## config.mk

```make
export PLATFORM = sky130hd
export DESIGN_NAME = fetch_stage
export DESIGN_NICKNAME = d
export VERILOG_FILES = /design/src/rtl/isa_pkg.sv /design/src/rtl/if_id_reg.sv /design/src/rtl/fetch_stage.sv
export SDC_FILE = /design/constraint.sdc
export NUM_CORES = 1
export LEC_CHECK = 0
export ABC_AREA = 1
export ABC_CLOCK_PERIOD_IN_PS = 2000
export CORE_AREA = 2 2 118 143
export CTS_CLUSTER_DIAMETER = 80
export DETAILED_ROUTE_END_ITERATION = 7
export DIE_AREA = 0 0 120 145
export GPL_ROUTABILITY_DRIVEN = 0
export HOLD_SLACK_MARGIN = 0.1
export PLACE_DENSITY = 0.79
export SLEW_MARGIN = 20
export SYNTH_ARGS = -nofsm -noshare
export SYNTH_HDL_FRONTEND = slang
export SYNTH_SLANG_ARGS = --single-unit
```

## constraint.sdc

```tcl
create_clock -name clk -period 2 [get_ports clk]
set_clock_uncertainty 0.15 [all_clocks]
set_input_delay 0.3 -clock clk [delete_from_list [all_inputs] [get_ports clk]]
set_output_delay 0.3 -clock clk [all_outputs]
set_load 0.03 [all_outputs]
```

## src/rtl/isa_pkg.sv

```systemverilog
// Shared ISA definitions for the 5-stage pipeline: instruction field positions,
// opcodes, special instruction words and the IF-stage state/register types.
package isa_pkg;

    localparam int XLEN = 32;

    localparam int OPC_MSB = 31;
    localparam int OPC_LSB = 26;
    localparam int RD_MSB  = 25;
    localparam int RD_LSB  = 22;
    localparam int RS_MSB  = 21;
    localparam int RS_LSB  = 18;
    localparam int RT_MSB  = 17;
    localparam int RT_LSB  = 14;
    localparam int IMM_MSB = 13;
    localparam int IMM_LSB = 0;

    localparam logic [5:0] OPC_OR   = 6'd0;
    localparam logic [5:0] OPC_ADD  = 6'd1;
    localparam logic [5:0] OPC_SUB  = 6'd2;
    localparam logic [5:0] OPC_CMP  = 6'd3;
    localparam logic [5:0] OPC_ORI  = 6'd4;
    localparam logic [5:0] OPC_ADDI = 6'd5;
    localparam logic [5:0] OPC_LW   = 6'd6;
    localparam logic [5:0] OPC_SW   = 6'd7;
    localparam logic [5:0] OPC_LDW  = 6'd8;
    localparam logic [5:0] OPC_SDW  = 6'd9;
    localparam logic [5:0] OPC_BZ   = 6'd10;
    localparam logic [5:0] OPC_BGZ  = 6'd11;
    localparam logic [5:0] OPC_BLZ  = 6'd12;
    localparam logic [5:0] OPC_JR   = 6'd13;
    localparam logic [5:0] OPC_J    = 6'd14;
    localparam logic [5:0] OPC_CLL  = 6'd15;

    // Unprogrammed instruction memory reads back as all ones; fetch treats it as a stop.
    localparam logic [31:0] NOP_INSTR = 32'h0000_0000;
    localparam logic [31:0] HALT_WORD = 32'hFFFF_FFFF;

    typedef enum logic {
        FETCH_RUN,
        FETCH_HALT
    } fetch_state_e;

    typedef struct packed {
        logic        valid;
        logic [31:0] instr;
        logic [31:0] pc;
        logic [31:0] pc_plus4;
    } if_id_t;

    function automatic logic [31:0] make_instr(input logic [5:0] opc, input logic [3:0] rd,
                                               input logic [3:0] rs, input logic [3:0] rt,
                                               input logic [13:0] imm);
        return {opc, rd, rs, rt, imm};
    endfunction

endpackage

```

## src/rtl/if_id_reg.sv

```systemverilog
// IF/ID pipeline register: loads a fetched instruction or a bubble when enabled,
// holds its contents otherwise.
module if_id_reg #(
    parameter logic [31:0] NOP_INSTR = isa_pkg::NOP_INSTR
) (
    input  logic        clk,
    input  logic        rst_n,
    input  logic        en,
    input  logic        flush,
    input  logic [31:0] fetch_instr,
    input  logic [31:0] fetch_pc,
    output logic        valid,
    output logic [31:0] instr,
    output logic [31:0] pc,
    output logic [31:0] pc_plus4
);
    import isa_pkg::*;

    if_id_t q;
    if_id_t d;

    // A bubble still records the current PC so decode always sees a coherent pc/pc_plus4 pair.
    always_comb begin
        d.valid    = ~flush;
        d.instr    = flush ? NOP_INSTR : fetch_instr;
        d.pc       = fetch_pc;
        d.pc_plus4 = fetch_pc + 32'd4;
    end

    always_ff @(posedge clk or negedge rst_n) begin
        if (!rst_n) begin
            q.valid    <= 1'b0;
            q.instr    <= NOP_INSTR;
            q.pc       <= 32'h0;
            q.pc_plus4 <= 32'h0;
        end else if (en) begin
            q <= d;
        end
    end

    assign valid    = q.valid;
    assign instr    = q.instr;
    assign pc       = q.pc;
    assign pc_plus4 = q.pc_plus4;

endmodule

```

## src/rtl/fetch_stage.sv

```systemverilog
// IF stage: owns the PC, reads the combinational instruction memory and feeds IF/ID.
// Redirects beat stalls; a fetched HALT_WORD parks fetch until a redirect arrives.
module fetch_stage #(
    parameter logic [31:0] RESET_PC  = 32'h0000_0000,
    parameter logic [31:0] NOP_INSTR = isa_pkg::NOP_INSTR,
    parameter logic [31:0] HALT_WORD = isa_pkg::HALT_WORD,
    parameter int          CNT_W     = 16
) (
    input  logic             clk,
    input  logic             rst_n,
    output logic [31:0]      imem_addr,
    input  logic [31:0]      imem_instr,
    input  logic             stall,
    input  logic             redir_valid,
    input  logic [31:0]      redir_target,
    output logic             if_id_valid,
    output logic [31:0]      if_id_instr,
    output logic [31:0]      if_id_pc,
    output logic [31:0]      if_id_pc_plus4,
    output logic             halted,
    output logic [CNT_W-1:0] fetch_count
);
    import isa_pkg::*;

    fetch_state_e state_q;
    fetch_state_e state_d;

    logic [31:0] pc_q;
    logic [31:0] pc_d;
    logic [31:0] pc_inc;
    logic        pc_en;
    logic        ifid_en;
    logic        ifid_flush;
    logic        cnt_en;
    logic        halt_hit;
    logic [1:0]  unused_target_bits;

    assign unused_target_bits = redir_target[1:0];
    assign pc_inc             = pc_q + 32'd4;
    assign imem_addr          = {pc_q[31:2], 2'b00};
    assign halt_hit           = (imem_instr == HALT_WORD);

    always_ff @(posedge clk or negedge rst_n) begin
        if (!rst_n) begin
            state_q <= FETCH_RUN;
        end else begin
            state_q <= state_d;
        end
    end

    always_comb begin
        state_d = state_q;
        if (redir_valid) begin
            state_d = FETCH_RUN;
        end else if (!stall && state_q == FETCH_RUN && halt_hit) begin
            state_d = FETCH_HALT;
        end
    end

    // A redirect flushes the wrong-path word even when the hazard unit asks for a stall.
    always_comb begin
        pc_en      = 1'b0;
        pc_d       = pc_q;
        ifid_en    = 1'b0;
        ifid_flush = 1'b0;
        cnt_en     = 1'b0;
        halted     = (state_q == FETCH_HALT);
        if (redir_valid) begin
            pc_en      = 1'b1;
            pc_d       = {redir_target[31:2], 2'b00};
            ifid_en    = 1'b1;
            ifid_flush = 1'b1;
        end else if (!stall) begin
            case (state_q)
                FETCH_RUN: begin
                    ifid_en = 1'b1;
                    if (halt_hit) begin
                        ifid_flush = 1'b1;
                    end else begin
                        pc_en  = 1'b1;
                        pc_d   = pc_inc;
                        cnt_en = 1'b1;
                    end
                end
                FETCH_HALT: begin
                    ifid_en    = 1'b1;
                    ifid_flush = 1'b1;
                end
                default: begin
                    ifid_en    = 1'b1;
                    ifid_flush = 1'b1;
                end
            endcase
        end
    end

    always_ff @(posedge clk or negedge rst_n) begin
        if (!rst_n) begin
            pc_q <= RESET_PC;
        end else if (pc_en) begin
            pc_q <= pc_d;
        end
    end

    always_ff @(posedge clk or negedge rst_n) begin
        if (!rst_n) begin
            fetch_count <= '0;
        end else if (cnt_en) begin
            fetch_count <= fetch_count + CNT_W'(1);
        end
    end

    if_id_reg #(
        .NOP_INSTR (NOP_INSTR)
    ) u_if_id_reg (
        .clk         (clk),
        .rst_n       (rst_n),
        .en          (ifid_en),
        .flush       (ifid_flush),
        .fetch_instr (imem_instr),
        .fetch_pc    (pc_q),
        .valid       (if_id_valid),
        .instr       (if_id_instr),
        .pc          (if_id_pc),
        .pc_plus4    (if_id_pc_plus4)
    );

endmodule

```

==> flow_summary.ini, run 1 <==
[worst_setup_path]
critPathKind = reg -> out
reg2reg_depth = 10
endpoint_kind = output port
path_buf_inv = 1
crit_path_max_incr_delay_ns = 0.70
path_depth = 1
cp_max_fo = 4
rrSetupSlack_ns = 0.19
worstSetupStartpointType = register
required_ns = 1.55
slowest_stage = clkdlybuf4s50_1
cp-startpoint = fetch_count[8]
reg2reg_from = pc_q[2]
crit_chain = clkdlybuf4s50_1
rr_endpoint = pc_q[27]
crit_arrival_ns = 1.52
critical-path-top-delay-family = buffers and inverters

[finish]
nNetsFinal = 1197
fin_util = 0.621
fin_cells = 1352
syn2layout_area_growth_pct = 41.2
drive_gt1_frac = 0.0798
nFillCells = 1387
antenna_cells = 0

[timing]
whs_ns = 0.242
slew_violations = 0
finalHoldViolations = 0
finalCriticalPeriod_ns = 1.97
finalCritPeriodShare = 0.983
worst-slew-pin-transition_ns = 0.523
rsz0062_at_grt = no
fmax_mhz = 509
final-setup-viol-count = 0
max_slew_margin = 0.651

[floorplanning]
die_h_um = 145
die_area_sq_um = 17400
start_util = 0.440
rows = 51
io_pins = 214
die_w_um = 120
core_area_sq_um = 16000

[yosys]
synth_xor_area_frac = 0.0249
yosys_warnings = 0
synth.lib_cells_used.distinct = 27
syn_avg_cell_area_sq_um = 7.58
syn_area_sq_um = 7040
yosys.area_share.simple = 0.324
synth_compound_area_frac = 0.0611
ys_seq_elements = 140
synth_top_family_by_area = simple AND/OR/NAND/NOR gates
synth_mux_area_frac = 0
syn_inst = 929
synthAdderAreaFrac = 0.00355
ys_seq_area_frac = 0.497

[drt]
drc = 0
drtIter0Drc = 470
vias_per_cell = 4.92
vias = 6652
dr.pass1.iters = 7
ant_nets = 0
wl_per_cell_um = 15.2
wl_um = 20600

[run]
max-cap-violations = 0

[cts]
clockRootBuffer = clkbuf_16
cts_tree = done
cts_max_level = 4
clk-insertion-delay-late_ns = 0.43
clock_path_buffers = 2
cts_buffers = 17
cts.sinks = 140
clk_pin_slew_ns = 0.06

[power]
power_leakage_nw = 4.77
power_density_nw_per_um2 = 933
total_power_mw = 9.29
ir_worst_vdd_mv = 0.631

[global_routing]
grt_pass1_vias = 6328
antenna_found_initial = 0
overflow = 0
grt_pass1_wl_um = 33100
grt_util_all_layers = 0.242
grt_max_degree = 71

[outcome]
status = complete, no violations

[placement]
dp_hpwl_um = 15100
io_buffer_count = 205
dp_cells = 1319

[worst_hold_path]
hp-class = in -> async
## per-stage QoR
stage / cell area [sq um] / worst slack [ns] / TNS [ns]
2_1_floorplan: 7060 / 0.267 / 0
3_3_place_gp: 9350 / -0.132 / -8.65
3_5_place_dp: 9350 / -0.161 / -9.75
4_1_cts: 9920 / 0.00241 / 0
5_1_grt: 9950 / 0.00388 / 0
6_report: 9950 / 0.0338 / 0
## cells by family after synthesis
family                     after synthesis
xor gates and xnor gates                20
AOI/OAI and AO/OA                       82
DFF                                    140
buffers and inverters                  116
adders and majority gates                2
other                                    1
and+or+nand+nor                        568
## flip-flops by register name (all words and copies together) (netlist names)
| name | flops |
|---|---|
| fetch_count | 16 |
| u_if_id_reg.instr | 32 |
| halted | 1 |
| u_if_id_reg.pc_plus4 | 30 |
| u_if_id_reg.valid | 1 |
| u_if_id_reg.pc | 30 |
| pc_q | 30 |
## cell usage in the layout (no fill, tap or decap), drive strengths merged
| cell | netlist | final |
|---|---|---|
| dfrtp | 140 | 140 |
| nand3b | 2 | 2 |
| nand2 | 419 | 419 |
| xor2 | 16 | 16 |
| and2 | 1 | 1 |
| nor2 | 82 | 82 |
| bufinv | 0 | 3 |
| o21ai | 67 | 67 |
| clkinvlp | 0 | 2 |
| xnor2 | 4 | 4 |
| dlymetal6s2s | 0 | 6 |
| ha | 2 | 2 |
| nor3 | 3 | 3 |
| clkdlybuf4s50 | 0 | 163 |
| clkinv | 1 | 8 |
| o21a | 1 | 1 |
| a31oi | 14 | 14 |
| nand3 | 56 | 56 |
| dlygate4sd3 | 0 | 1 |
| dlygate4sd2 | 0 | 35 |
| inv | 45 | 44 |
| buf | 58 | 39 |
| nand4 | 5 | 5 |
| clkbuf | 12 | 21 |
| conb | 1 | 6 |
## Yosys cell counts, drive strengths merged
cell type,n,area (sq um)
and2,1,6.26
conb,1,3.75
buf,58,405
nand3,56,280
a31oi,14,87.6
nand2,419,1590
nor3,3,15.0
inv,45,169
clkinv,1,3.75
nor2,82,343
ha,2,25.0
nand3b,2,15.0
dfrtp,140,3500
xnor2,4,35.0
clkbuf,12,45.0
o21ai,67,335
o21a,1,7.51
nand4,5,31.3
xor2,16,140
## report_power, final
part	switching [mW]	leakage, nW	internal [mW]
Sequential	0.339	1.76	3.19
Combinational	1.55	2.71	0.990
Clock	1.19	0.293	2.02
## how the worst max path moves through the flow
stage / end
2_1_floorplan: fetch_count[14]
3_3_place_gp: fetch_count[11]
3_5_place_dp: fetch_count[10]
4_1_cts: imem_addr[6]
5_1_grt: if_id_pc[15]
6_report: fetch_count[8]
## per-layer routing
| layer | track usage | vias up | wire [um] |
|---|---|---|---|
| met4 | 0.0918 | 0 | 482 |
| met2 | 0.402 | 264 | 10200 |
| met5 | 0 | - | 0 |
| li1 | - | 3277 | - |
| met3 | 0.0460 | 34 | 1410 |
| met1 | 0.312 | 3077 | 8530 |
## layout make-up
cell class | count | area, sq um | area share
clock buffers | 21 | 460 | 0.0463
clock inverters | 11 | 143 | 0.0143
multi-input cells | 678 | 2960 | 0.297
well taps | 212 | 265 | 0.0267
repair buffers | 244 | 2440 | 0.246
inverters | 46 | 174 | 0.0175
flip-flops and latches | 140 | 3500 | 0.352
## repair_timing
item	CTS	global route
setup endpoints to repair	35	13
pin swaps	0	1
gates resized for setup	35	11
hold buffers	1	0
setup buffers	0	0
hold endpoints to repair	60	0
Note: power is estimated with default switching activity, not from simulation.
==> run 2: changes to the inputs <==
- CORE_AREA: 2 2 118 143 -> 2 2 114 138
- DIE_AREA: 0 0 120 145 -> 0 0 116 140
- PLACE_DENSITY: 0.79 -> 0.84
- SETUP_SLACK_MARGIN: default -> 0.05
==> run 2 against run 1 <==
Clock power rose by 5%. Total power rose by 1.3%. Critical path type unchanged. Sequential power is essentially flat. Flip-flop and latch count unchanged. Critical path depth is the same. Routed wire length grew 0.20%. Clock-buffer cell count is 1 lower. Fmax is 2.2% higher. First-iteration DRC count is 15% higher. Register-to-register slack worse by 0.07 ns. Utilization is 5.6 points higher.
==> flow_summary.ini, run 2 (same netlist as run 1, synthesis figures left out) <==
[timing]
tns_ns = 0
whs_ns = 0.236
slew_violations = 0
finalCritPeriodShare = 0.962
finalCriticalPeriod_ns = 1.92
rsz0062_at_grt = yes
finalHoldViolations = 0
worst-slew-pin-transition_ns = 0.539
fmax_mhz = 520
max_slew_margin = 0.641
final-setup-viol-count = 0

[worst_setup_path]
rrSetupSlack_ns = 0.12
crit_path_max_incr_delay_ns = 0.69
required_ns = 1.55
crit_chain = clkdlybuf4s50_1
path_buf_inv = 1
slowest_stage = clkdlybuf4s50_1
critical-path-top-delay-family = buffers and inverters
critPathKind = reg -> out
reg2reg_from = pc_q[3]
cp_max_fo = 2
rr_endpoint = pc_q[18]
crit_arrival_ns = 1.47
reg2reg_depth = 8
worstSetupStartpointType = register
endpoint_kind = output port

[finish]
nNetsFinal = 1198
fin_cells = 1345
layout_common_cells = nand2_1, dfrtp_1, clkdlybuf4s50_1
final_common_cell = nand2_1
largest_reg_flops = 32
syn2layout_area_growth_pct = 42.6
drive_gt1_frac = 0.0816
largest-register = u_if_id_reg.instr
stdcell_area_sq_um = 10000

[global_routing]
antenna_found_initial = 1
use_met1 = 0.313
overflow = 0
grt.busiest_layer = met2
use_met3 = 0.0571
grt_util_all_layers = 0.259
grt_max_degree = 58
grt_pass1_wl_um = 32700
grt_pass1_vias = 6594
grt_use_met2 = 0.435

[power]
ir_worst_vdd_mv = 0.564
power_density_nw_per_um2 = 937
power_leakage_nw = 5.06

[worst_hold_path]
hp-class = in -> async

[placement]
dp_hpwl_um = 15100
io_buffer_count = 205
dp_cells = 1312
postPlaceCellArea_sq_um = 9370

[cts]
clockRootBuffer = clkbuf_16
cts_tree = done
post_cts_buffers = 0
clock_path_buffers = 2
cts_buffers = 17
cts.sinks = 140
clk_pin_slew_ns = 0.06
cts_max_level = 4
clk-insertion-delay-late_ns = 0.42

[outcome]
status = complete, no violations

[drt]
vias = 6782
drc = 0
vias_per_cell = 5.04
drtIter0Drc = 540
wl_per_cell_um = 15.4
dr.pass1.iters = 5
wl_um = 20700
ant_nets = 0

[floorplanning]
die_h_um = 140
core_area_sq_um = 14800
die_w_um = 116
start_util = 0.475
io_pins = 214
rows = 49
die_area_sq_um = 16200

[run]
max-cap-violations = 0
-- run 2: changes by cell type in the layout (fill, tap and decap cells not counted), sizes merged --
| cell | previous run | this run |
|---|---|---|
| buf | 39 | 40 |
| bufinv | 3 | 4 |
| clkbuf | 21 | 20 |
| clkdlybuf4s50 | 163 | 137 |
| clkinv | 8 | 9 |
| clkinvlp | 2 | 0 |
| diode | 0 | 1 |
| dlygate4sd2 | 35 | 43 |
| dlymetal6s2s | 6 | 24 |
-- run 2: worst max path at each step --
stage | start | end | slack, ns | depth (start not counted)
floorplan | fetch_count[0] | fetch_count[14] | 0.27 | 8
global placement | imem_instr[9] | pc_q[9] | -0.13 | 11
detailed placement | imem_instr[29] | fetch_count[6] | -0.17 | 11
CTS | u_if_id_reg.pc[17] | if_id_pc[17] | 0.05 | 1
global route | pc_q[3] | u_if_id_reg.pc_plus4[18] | -0.007 | 8
finish | u_if_id_reg.pc_plus4[27] | if_id_pc_plus4[27] | 0.08 | 1
-- run 2: metal layers --
metal  up-vias  part of all wire
met1      3164              0.40
met3        55             0.064
met2       273              0.49
met5         -                 0
li1       3290                 -
met4         0             0.041
-- run 2: final cells by class --
| type | instances | area (sq um) |
|---|---|---|
| Antenna cell | 1 | 2.50 |
| Clock buffer | 20 | 467 |
| Clock inverter | 11 | 166 |
| Fill cell | 1243 | 4790 |
| Inverter | 46 | 174 |
| Multi-Input combinational cell | 678 | 2960 |
| Sequential cell | 140 | 3500 |
| Tap cell | 204 | 255 |
| Timing Repair Buffer | 245 | 2510 |
-- run 2: per-stage QoR --
stage	utilization	setup WS [ns]	power [mW]
6_report	0.677	0.0757	9.41
5_1_grt	0.677	-0.00691	9.85
4_1_cts	0.672	0.0520	9.47
3_5_place_dp	0.632	-0.171	6.19
3_3_place_gp	0.632	-0.134	6.13
2_1_floorplan	-	0.267	5.03
-- run 2: report_power, final --
group,switching [mW],internal [mW],leakage [nW]
clock network,1.19,2.18,0.316
logic,1.55,0.957,2.98
registers,0.337,3.19,1.76
total,3.08,6.33,5.06
-- run 2: what timing repair did --
item                                   4_1_cts  5_1_grt
gates resized for setup                     44       29
endpoints found under the hold margin       49        0
pin swaps                                    0        1
setup endpoints to repair                   44       44
hold buffers                                 1        0
